[config.mk]
export PLATFORM = sky130hd
export DESIGN_NAME = cpu_core_param_flat
export DESIGN_NICKNAME = d
export VERILOG_FILES = /design/src/rtl/cpu_core_param_if.sv /design/src/rtl/cpu_core_param.sv /design/src/flat_wrapper.sv
export SDC_FILE = /design/constraint.sdc
export NUM_CORES = 1
export LEC_CHECK = 0
export ABC_AREA = 1
export BUFFER_PORTS_ARGS = -buffer_cell sky130_fd_sc_hd__clkbuf_2
export CORE_AREA = 8 8 118 120
export DETAILED_ROUTE_END_ITERATION = 10
export DIE_AREA = 0 0 126 128
export HOLD_SLACK_MARGIN = 0.02
export PLACE_DENSITY_LB_ADDON = 0.12
export RECOVER_POWER = 100
export REMOVE_ABC_BUFFERS = 1
export SLEW_MARGIN = 25
export SYNTH_ARGS = -nofsm -noshare
export SYNTH_HDL_FRONTEND = slang
export SYNTH_SLANG_ARGS = --single-unit
[constraint.sdc]
create_clock -name clk_i -period 4.9 [get_ports clk_i]
set_clock_uncertainty 0.1 [all_clocks]
set_input_delay 0.735 -clock clk_i [delete_from_list [all_inputs] [get_ports clk_i]]
set_output_delay 0.735 -clock clk_i [all_outputs]
set_load 0.03 [all_outputs]
[src/rtl/cpu_core_param_if.sv]
// Debug/serial bus of the parametrised CPU core. The master drives the serial frame and
// the debug select. The slave (the core) returns the debug value and its status.
interface cpu_core_param_if #(
  parameter int unsigned DATA_W = 8
) ();
  logic              start_i;
  logic              bit_i;
  logic [3:0]        dbg_sel_i;
  logic [DATA_W-1:0] out_o;
  logic [3:0]        flags_o;
  logic              busy_o;
  logic              done_o;
  logic              err_o;

  modport master (
    output start_i, bit_i, dbg_sel_i,
    input  out_o, flags_o, busy_o, done_o, err_o
  );

  modport slave (
    input  start_i, bit_i, dbg_sel_i,
    output out_o, flags_o, busy_o, done_o, err_o
  );
endinterface

[src/rtl/cpu_core_param.sv]
// Serial-loaded CPU core. A frame arrives MSB first: {op, dst, src, imm}. The frame executes
// against an NREGS-entry register file. The flags, the pc and the last op/result are then
// updated and can be read back through the debug select.
module cpu_core_param #(
  parameter int unsigned DATA_W = 8,
  parameter int unsigned NREGS  = 4
) (
  input  logic             clk_i,
  input  logic             rst_ni,
  cpu_core_param_if.slave  bus
);
  localparam int unsigned RIDX_W  = $clog2(NREGS);
  localparam int unsigned FRAME_W = 4 + 2 * RIDX_W + DATA_W;
  localparam int unsigned CNT_W   = $clog2(FRAME_W);
  localparam int unsigned MSB     = DATA_W - 1;

  typedef enum logic [1:0] {StIdle, StShift, StExec, StDone} state_e;

  state_e             state_q, state_d;
  logic [FRAME_W-1:0] frame_q, frame_d;
  logic [CNT_W-1:0]   cnt_q, cnt_d;
  logic [DATA_W-1:0]  regs_q [NREGS];
  logic [3:0]         flags_q;
  logic [DATA_W-1:0]  pc_q;
  logic [3:0]         lastop_q;
  logic [DATA_W-1:0]  res_q;
  logic               err_q;

  // Frame fields
  logic [3:0]        op;
  logic [RIDX_W-1:0] dst, src;
  logic [DATA_W-1:0] imm;
  assign op  = frame_q[FRAME_W-1 -: 4];
  assign dst = frame_q[DATA_W+RIDX_W +: RIDX_W];
  assign src = frame_q[DATA_W +: RIDX_W];
  assign imm = frame_q[DATA_W-1:0];

  logic [DATA_W-1:0] alu_a, alu_b, alu_opb, alu_res;
  logic [DATA_W:0]   alu_sum, alu_diff;
  logic              alu_c, alu_v, alu_wr, alu_upd;

  // ALU: INC/DEC reuse the add/sub paths with a constant 1 operand
  always_comb begin
    alu_a    = regs_q[dst];
    alu_b    = regs_q[src];
    alu_opb  = (op == 4'd10 || op == 4'd11) ? DATA_W'(1) : alu_b;
    alu_sum  = {1'b0, alu_a} + {1'b0, alu_opb};
    alu_diff = {1'b0, alu_a} - {1'b0, alu_opb};
    alu_res  = '0;
    alu_c    = 1'b0;
    alu_v    = 1'b0;
    alu_wr   = 1'b0;
    alu_upd  = 1'b0;
    case (op)
      4'd1: begin alu_res = imm;   alu_wr = 1'b1; end
      4'd2: begin alu_res = alu_b; alu_wr = 1'b1; end
      4'd3, 4'd10: begin
        alu_res = alu_sum[DATA_W-1:0];
        alu_c   = alu_sum[DATA_W];
        alu_v   = (alu_a[MSB] == alu_opb[MSB]) && (alu_res[MSB] != alu_a[MSB]);
        alu_wr  = 1'b1;
        alu_upd = 1'b1;
      end
      4'd4, 4'd11, 4'd12: begin
        alu_res = alu_diff[DATA_W-1:0];
        alu_c   = alu_diff[DATA_W];  // borrow
        alu_v   = (alu_a[MSB] != alu_opb[MSB]) && (alu_res[MSB] != alu_a[MSB]);
        alu_wr  = (op != 4'd12);
        alu_upd = 1'b1;
      end
      4'd5: begin alu_res = alu_a & alu_b; alu_wr = 1'b1; alu_upd = 1'b1; end
      4'd6: begin alu_res = alu_a | alu_b; alu_wr = 1'b1; alu_upd = 1'b1; end
      4'd7: begin alu_res = alu_a ^ alu_b; alu_wr = 1'b1; alu_upd = 1'b1; end
      4'd8: begin
        alu_res = {alu_a[DATA_W-2:0], 1'b0};
        alu_c   = alu_a[MSB];
        alu_wr  = 1'b1;
        alu_upd = 1'b1;
      end
      4'd9: begin
        alu_res = {1'b0, alu_a[DATA_W-1:1]};
        alu_c   = alu_a[0];
        alu_wr  = 1'b1;
        alu_upd = 1'b1;
      end
      default: ;
    endcase
  end

  // Next-state logic: idle -> shift FRAME_W bits -> exec -> done
  always_comb begin
    state_d = state_q;
    frame_d = frame_q;
    cnt_d   = cnt_q;
    unique case (state_q)
      StIdle: begin
        if (bus.start_i) begin
          state_d = StShift;
          cnt_d   = '0;
        end
      end
      StShift: begin
        frame_d = {frame_q[FRAME_W-2:0], bus.bit_i};
        cnt_d   = cnt_q + 1'b1;
        if (cnt_q == CNT_W'(FRAME_W - 1)) state_d = StExec;
      end
      StExec:  state_d = StDone;
      StDone:  state_d = StIdle;
      default: state_d = StIdle;
    endcase
  end

  // Control state register
  always_ff @(posedge clk_i or negedge rst_ni) begin
    if (!rst_ni) begin
      state_q <= StIdle;
      frame_q <= '0;
      cnt_q   <= '0;
    end else begin
      state_q <= state_d;
      frame_q <= frame_d;
      cnt_q   <= cnt_d;
    end
  end

  // Architectural state, committed only in EXEC
  always_ff @(posedge clk_i or negedge rst_ni) begin
    if (!rst_ni) begin
      for (int i = 0; i < NREGS; i++) regs_q[i] <= '0;
      flags_q  <= '0;
      pc_q     <= '0;
      lastop_q <= '0;
      res_q    <= '0;
      err_q    <= 1'b0;
    end else if (state_q == StExec) begin
      if (alu_wr)  regs_q[dst] <= alu_res;
      if (alu_upd) flags_q <= {alu_res[MSB], alu_v, (alu_res == '0), alu_c};
      if (op >= 4'd13) err_q <= 1'b1;
      pc_q     <= pc_q + 1'b1;
      lastop_q <= op;
      res_q    <= alu_res;
    end
  end

  // Debug output mux
  always_comb begin
    bus.out_o = '0;
    if (32'(bus.dbg_sel_i) < NREGS) begin
      bus.out_o = regs_q[bus.dbg_sel_i[RIDX_W-1:0]];
    end else begin
      case (bus.dbg_sel_i)
        4'd12:   bus.out_o = DATA_W'(lastop_q);
        4'd13:   bus.out_o = res_q;
        4'd14:   bus.out_o = pc_q;
        4'd15:   bus.out_o = DATA_W'(flags_q);
        default: bus.out_o = '0;
      endcase
    end
  end

  assign bus.flags_o = flags_q;
  assign bus.busy_o  = (state_q == StShift) || (state_q == StExec);
  assign bus.done_o  = (state_q == StDone);
  assign bus.err_o   = err_q;
endmodule

[src/flat_wrapper.sv]
// flat-port wrapper written by rule: the top's interface ports become plain ports
module cpu_core_param_flat 
#(
  parameter int unsigned DATA_W = 8,
  parameter int unsigned NREGS  = 4
)
  (clk_i, rst_ni, bus_start_i, bus_bit_i, bus_dbg_sel_i, bus_out_o, bus_flags_o, bus_busy_o, bus_done_o, bus_err_o);
  cpu_core_param_if #(.DATA_W(DATA_W)) bus_i ();
  input  logic clk_i;
  input  logic rst_ni;
  input wire logic [$bits(bus_i.start_i)-1:0] bus_start_i;
  input wire logic [$bits(bus_i.bit_i)-1:0] bus_bit_i;
  input wire logic [$bits(bus_i.dbg_sel_i)-1:0] bus_dbg_sel_i;
  output wire logic [$bits(bus_i.out_o)-1:0] bus_out_o;
  output wire logic [$bits(bus_i.flags_o)-1:0] bus_flags_o;
  output wire logic [$bits(bus_i.busy_o)-1:0] bus_busy_o;
  output wire logic [$bits(bus_i.done_o)-1:0] bus_done_o;
  output wire logic [$bits(bus_i.err_o)-1:0] bus_err_o;
  assign bus_i.start_i = bus_start_i;
  assign bus_i.bit_i = bus_bit_i;
  assign bus_i.dbg_sel_i = bus_dbg_sel_i;
  assign bus_out_o = bus_i.out_o;
  assign bus_flags_o = bus_i.flags_o;
  assign bus_busy_o = bus_i.busy_o;
  assign bus_done_o = bus_i.done_o;
  assign bus_err_o = bus_i.err_o;
  cpu_core_param #(.DATA_W(DATA_W), .NREGS(NREGS)) u_core (.clk_i(clk_i), .rst_ni(rst_ni), .bus(bus_i));
endmodule
# Word level (Yosys, flattened, before mapping)
# Index checks and enable logic that the tools add are counted.
# word_totals
reg_bits	79
latch_bits	0
mem_bits_rw	0
rom_bits	0
inputBits	8
out_inout_bits	15
elab_cells	97
mem_count	0
# op_classes
addsub	4
mul	0
div	0
n_lt_le_gt_ge	6
n_eq_ne	27
shift	0
mux	25
bitwise_logic	6
n_reduce_logical	17
# op_table
op	n
2-to-1 mux 8 bit	9
case mux 8 bit (9 select lines)	1
binary-select mux 8 bit (select 2 bit)	3
== test 4 bit (second input constant)	10
bitwise mux 32 bit	1
case mux 8 bit (4 select lines)	1
demux 8 bit (select 2 bit)	1
== test 4 x 3 -> 1 bit (second input constant)	4
AND reduction 2 bit	5
OR reduction 10 bit	1
adder 8 x 8 -> 9 bit	1
greater-or-equal comparator 3 bit (second input constant)	3
NOT 2 -> 3 bit	3
OR reduction 9 bit	1
subtractor 8 x 8 -> 9 bit	1
adder 8 x 1 -> 8 bit (second input constant)	1
AND 8 bit	1
== test 4 x 2 -> 1 bit (second input constant)	2
logical NOT 8 bit	1
bitwise OR 8 bit	1
case mux 2 bit (4 select lines)	1
case mux 4 bit (2 select lines)	1
XOR 8 bit	1
adder 4 x 1 -> 4 bit (second input constant)	1
other kinds (22)	30

# Depth between registers and ports, before layout
# logic_depth
depth_word	9
mapped_depth	22
ltp_nobuf	20

# Worst setup path after synthesis
# OpenSTA, ideal clock, no wires.
# synth_path
kind	register -> register
from	register u_core.frame_q[8]
to	register u_core.flags_q[1] (netlist: u_core.bus.flags_o[1])
setup_ns	0.066
t_arrival_ns	2.743
required_time_ns	4.734
setup_slack_ns	1.991
stages_incl_launch_ff	21
path_buffers	2
synth_period_minus_slack_ns	2.909
cell_sequence	dfrtp_1 > buf_2 > clkbuf_1 > a21oi_1 > o21ai_0 > nand2_1 > o21ai_0 > ha_1 > inv_1 > fa_1 > o21ai_0 > nand3_1 > nand2_1 > nand2_1 > nand3_1 > nand2_1 > nor2_2 > nand2_1 > nor2_1 > nand2_1 > nand2_1
# synth_via
elab_chain_cells	8
word_cells_on_any_way	12
cone_classes	add/sub (2); mux (5); bitwise (4); reduce/logical (1)
# synth_rtl
element	line_no	text
start: declaration	cpu_core_param.sv:20	logic [FRAME_W-1:0] frame_q, frame_d;
start signal: assignment	cpu_core_param.sv:121	frame_q <= frame_d;
NOT 2 -> 3 bit (implied by the code) *	cpu_core_param.sv:45	alu_b = regs_q[src];
binary-select mux 8 bit (select 2 bit) *	cpu_core_param.sv:45	
2-to-1 mux 8 bit (implied by the code) * (2 in series)	cpu_core_param.sv:45	
2-to-1 mux 8 bit	cpu_core_param.sv:46	alu_opb = (op == 4'd10 || op == 4'd11) ? DATA_W'(1) : alu_b;
subtractor 8 x 8 -> 9 bit or adder 8 x 8 -> 9 bit (tied branches)	cpu_core_param.sv:48, cpu_core_param.sv:47	
case mux 8 bit (9 select lines) *	cpu_core_param.sv:54	case (op)
logical NOT 8 bit *	cpu_core_param.sv:137	if (alu_upd) flags_q <= {alu_res[MSB], alu_v, (alu_res == '0), alu_c};
end signal: assignment	cpu_core_param.sv:137	
end: declaration	cpu_core_param.sv:23	logic [3:0] flags_q;
# Every way passes the cells marked *; elsewhere a longest branch is shown, timed or not. The select of a mux whose other input is x is not followed.
# A chain may end at the register's enable or synchronous reset.

# Worst setup path in the final report
# layout_path
from	register u_core.frame_q[10]
to	register u_core.flags_q[1] (netlist: u_core.bus.flags_o[1])
# layout_via
elab_chain_cells	7
word_cells_on_any_way	11
cone_classes	add/sub (2); mux (4); bitwise (4); reduce/logical (1)
# layout_rtl
element	line_no	text
NOT 2 -> 3 bit (implied by the code) *	cpu_core_param.sv:44	alu_a = regs_q[dst];
binary-select mux 8 bit (select 2 bit) *	cpu_core_param.sv:44	
2-to-1 mux 8 bit (implied by the code) * (2 in series)	cpu_core_param.sv:44	
subtractor 8 x 8 -> 9 bit (tied with other cells)	cpu_core_param.sv:48	alu_diff = {1'b0, alu_a} - {1'b0, alu_opb};
case mux 8 bit (9 select lines) *	cpu_core_param.sv:54	
logical NOT 8 bit *	cpu_core_param.sv:137	
# Marked as above.

==> summary.md <==
| Metric | Value |
|---|---|
| Crit path kind | flip-flop to flip-flop |
| Netlist Area Pre-Place | around 6000 µm² |
| Syn Area/Cell | between 6 and 7 µm² |
| Worst R2R Start | u_core.frame_q[10]$_DFFE_PN0P_ |
| Synth unique cells | 41 |
| R2R Setup Slk | roughly 0.90 ns |
| Post-CTS Setup Inserts | 0 |
| Syn Inst Count | about 860 |
| Combinational family with the most area after synthesis | simple AND/OR/NAND/NOR gates |
| Cells on worst reg2reg path | 19 |
| Worst EP arrival | 4.18 ns |
| CTS H-tree lvls | 3 |
| Post-synthesis sequential area ratio | 33.7% |
| Vias | around 5700 |
| Area leader, netlist | dfrtp_1 |
| Nets | ~920 |
| Tcrit/Tclk final | around 82% |
| Worst Path Max Fanout | 15 |
| Routability Congestion | a little under 1 |
| Root buf cell | clkbuf_16 |
| Hold EP | u_core.pc_q[6]$_DFFE_PN0P_ |
| Routed len/inst | about 18 µm |
| Warnings, synthesis | 0 |
| # IOs | 23 |
| Rel. slew slack | -0.181% |
| RSZ-0062 raised after global routing | no |
| Floorplan row count | slightly above 40 |
| Hold path start | u_core.pc_q[6]$_DFFE_PN0P_ |
| Post-Layout Cell Count | 1030 |
| Area Overhead vs Synth | 7.15% |
| Worst Setup SP | u_core.frame_q[10]$_DFFE_PN0P_ |
| Status | finished, violations left |
| Initial core utilization | 48.0% |
| Share of the synthesized area in the top cell type | 33.7% |
| VDD IR max | roughly 0.30 mV |
| Worst Tran Pin Value | 1.50 ns |
| Synth top area cells | dfrtp_1 (34%), nand2_1 (17%), ha_1 (8.3%), inv_1 (7.0%), o21ai_0 (6.9%) |
| # port buffers | 22 |
| Final Routed Wirelength | approximately 19000 µm |
| Hold depth | 1 |
| Failing checks | max-capacitance violations, max-slew violations |
| Initial DRT Pass Iterations | 5 |
| Post-synthesis simple-gate area fraction | 31.2% |
| Slew Viols, Final | 27 |
| Static Leak | roughly 3.2 nW |
| Post-route cell area | 6280 µm² |
| First-pass GRT wire length | around 30000 µm |
| Die Y-Extent | ~130 µm |
| Post-Synth Adder-Cell Area | 9.01% |
| Max Fclk | 250 MHz |
| Worst-path cell chain | clkbuf_1 -> nand2_1 -> o21ai_0 -> nand2_1 -> nand3_1 -> ha_1 -> inv_1 -> fa_1 -> o21ai_0 -> nand3_1 -> nand2_1 -> nand2_1 -> nand3_1 -> nand2_1 -> nor2_1 -> nand2_1 -> nor2_1 -> nand2_1 -> nand2_1 |
| Critical path's slowest cell | dfrtp_1 |
| Net Switching | between 2 and 2.5 mW |
| Post-synth top cells | nand2_1 (265), inv_1 (110), o21ai_0 (81) |
| Final TNS setup | 0 ns |
| Cell with the most instances after synthesis | nand2_1 |
| Die width | 126 µm |
| Final Util | between 50% and 60% |
| Vias in the first global route | roughly 5600 |
| Worst-path clk slew | about 0.070 ns |
| Clk sinks | 79 |
| Filler cells | between 1000 and 1500 |
| CP peak stage delay | 0.61 ns |
| Final hold violations | 0 |
| Post_cts resized | 0 |
| Critical Path Start Type | flip-flop |
| XOR/XNOR share of the synthesized area | 1.20% |
| TritonCTS clock tree | built |
| Min-Delay Path Class | flip-flop to flip-flop |
| Antenna viol nets, final | 0 |
| FF-to-FF End | u_core.bus.flags_o[1]$_DFFE_PN0P_ |
| CP delay by family, top | simple AND/OR/NAND/NOR gates |
| #FFs+latches synth | 79 |
| Worst Slack Setup Final | 0.901 ns |
| Post-layout total power | about 4 mW |
| Largest net degree at the start of global routing | 54 |
| Comb pwr share | between 50% and 60% |
| GRT overflow | 0 |
| Total CTS buffers | 9 |
| Worst hold slack | ~0.37 ns |
| EDFF count, synth | 0 |
| Core area | roughly 12000 µm² |
| Asr flop ratio synth | 100% |
| Clock Power Share | approximately 16% |
| Max-cap violations | 1 |
| Die area | about 16000 µm² |
| Hpwl dp | 14500 µm |
| CP required | around 5.1 ns |
| Worst-skew pair later-pin latency | 0.35 ns |
| Period minus WS final | ~4 ns |
| Critical path buffers and inverters | 2 |
| Commonest register cell after synthesis | dfrtp_1 |
| Maximum clock path buffer count | 2 |
| Hold-fix buffers at CTS | 0 |
| Sw frac | 53.7% |
| CP endpoint kind | flip-flop |
| Post-Place Cells | roughly 1000 |
| DP Area | 6060 µm² |
| # DRC | 0 |
| CP most frequent cell | nand2_1 |
| Antenna diode count | 0 |
| Antenna violations before repair | 0 |
| DR iter-0 viols | roughly 600 |
| Design internal power | roughly 1.9 mW |
| Gr usage total | between 20 and 25% |
| Flop pwr share | between 20% and 30% |
| Pwr dens | between 600 and 700 nW/µm² |
| Post-synthesis mux area share | less than 1% |
| Complex-gate fraction of the synthesized area | between 10 and 15% |
| Dpl ws | 1.26 ns |
| Setup-failing EPs final | 0 |
| Vias per inst | 5.58 |
| Layout cells sized above 1 | just under 6% |
==> layout make-up <==
| type | count | area (µm²) | share of cell area (%) |
|---|---|---|---|
| inverters | 122 | 458 | 7.29 |
| clock buffers | 9 | 225 | 3.59 |
| flip-flops and latches | 79 | 1980 | 31.5 |
| clock inverters | 7 | 55.1 | 0.877 |
| repair buffers | 27 | 114 | 1.81 |
| well taps | 150 | 188 | 2.99 |
| multi-input cells | 636 | 3260 | 52.0 |
==> per-layer routing <==
layer | track usage [%] | share of wire (%) | vias to the layer above
met4 | 7.78 | 2.3 | 0
met3 | 4.16 | 5.6 | 32
li1 | - | - | 2793
met1 | 30.8 | 45 | 2721
met5 | 0 | 0 | -
met2 | 40.4 | 48 | 201
==> power groups by stage <==
stage                     Combinational (mW)  Clock, mW  Sequential, mW
after detailed placement                2.27          0            1.14
after global placement                  2.22          0            1.14
after global routing                    2.54      0.686            1.16
after floorplan                         1.59          0            1.07
final                                   2.26      0.655            1.13
after CTS                               2.28      0.664            1.13
==> worst max path at each step <==
stage,to,slack [ns],depth (start not counted)
floorplan,u_core.bus.flags_o[1]$_DFFE_PN0P_,2.00,19
global placement,u_core.bus.flags_o[1]$_DFFE_PN0P_,1.28,18
detailed placement,u_core.bus.flags_o[1]$_DFFE_PN0P_,1.26,19
CTS,u_core.bus.flags_o[1]$_DFFE_PN0P_,1.25,19
global route,u_core.bus.flags_o[1]$_DFFE_PN0P_,0.50,19
finish,u_core.bus.flags_o[1]$_DFFE_PN0P_,0.90,19
==> registers in the layout (all words and copies together) (netlist names) <==
name	cells
u_core.regs_q	32
u_core.frame_q	16
u_core.pc_q	8
u_core.res_q	8
u_core.bus.flags_o	4
u_core.cnt_q	4
u_core.lastop_q	4
u_core.state_q	2
u_core.bus.err_o	1
==> kinds of logic (layout without fill, tap and decap cells) <==
family          Yosys count  count (layout)
fa+ha+maj                41              41
mux                       1               1
buf+inv                 148             165
compound gates          154             154
simple gates            432             432
xor+xnor                  8               8
flops                    79              79
==> worst reg2reg max path: stages, from the launching register on <==
cell      delay [ns]
dfrtp_1         0.61
clkbuf_1        0.61
nand2_1         0.10
o21ai_0         0.10
nand2_1         0.07
nand3_1         0.19
ha_1            0.20
inv_1           0.07
fa_1            0.42
o21ai_0         0.33
nand3_1         0.16
nand2_1         0.09
nand2_1         0.09
nand3_1         0.11
nand2_1         0.06
nor2_1          0.27
nand2_1         0.13
nor2_1          0.11
nand2_1         0.06
nand2_1         0.06
==> layout by cell type (no fill, tap or decap), types with 3 or more instances in the layout <==
master,Yosys,final
o211ai_1,6,6
nor2_1,62,67
clkbuf_2,0,7
o21ai_0,81,85
nor2_2,12,7
nand3_1,67,68
nand4_1,7,7
or2_1,3,3
ha_1,39,39
inv_2,11,11
o22ai_1,16,16
dfrtp_1,79,79
o21ai_1,11,7
xor2_1,8,8
clkbuf_1,12,19
a21oi_1,28,28
nand2_1,265,265
nand3b_1,3,3
inv_1,110,110
clkbuf_16,0,9
nor3_1,4,4
Power figures use the tool's default switching activity.
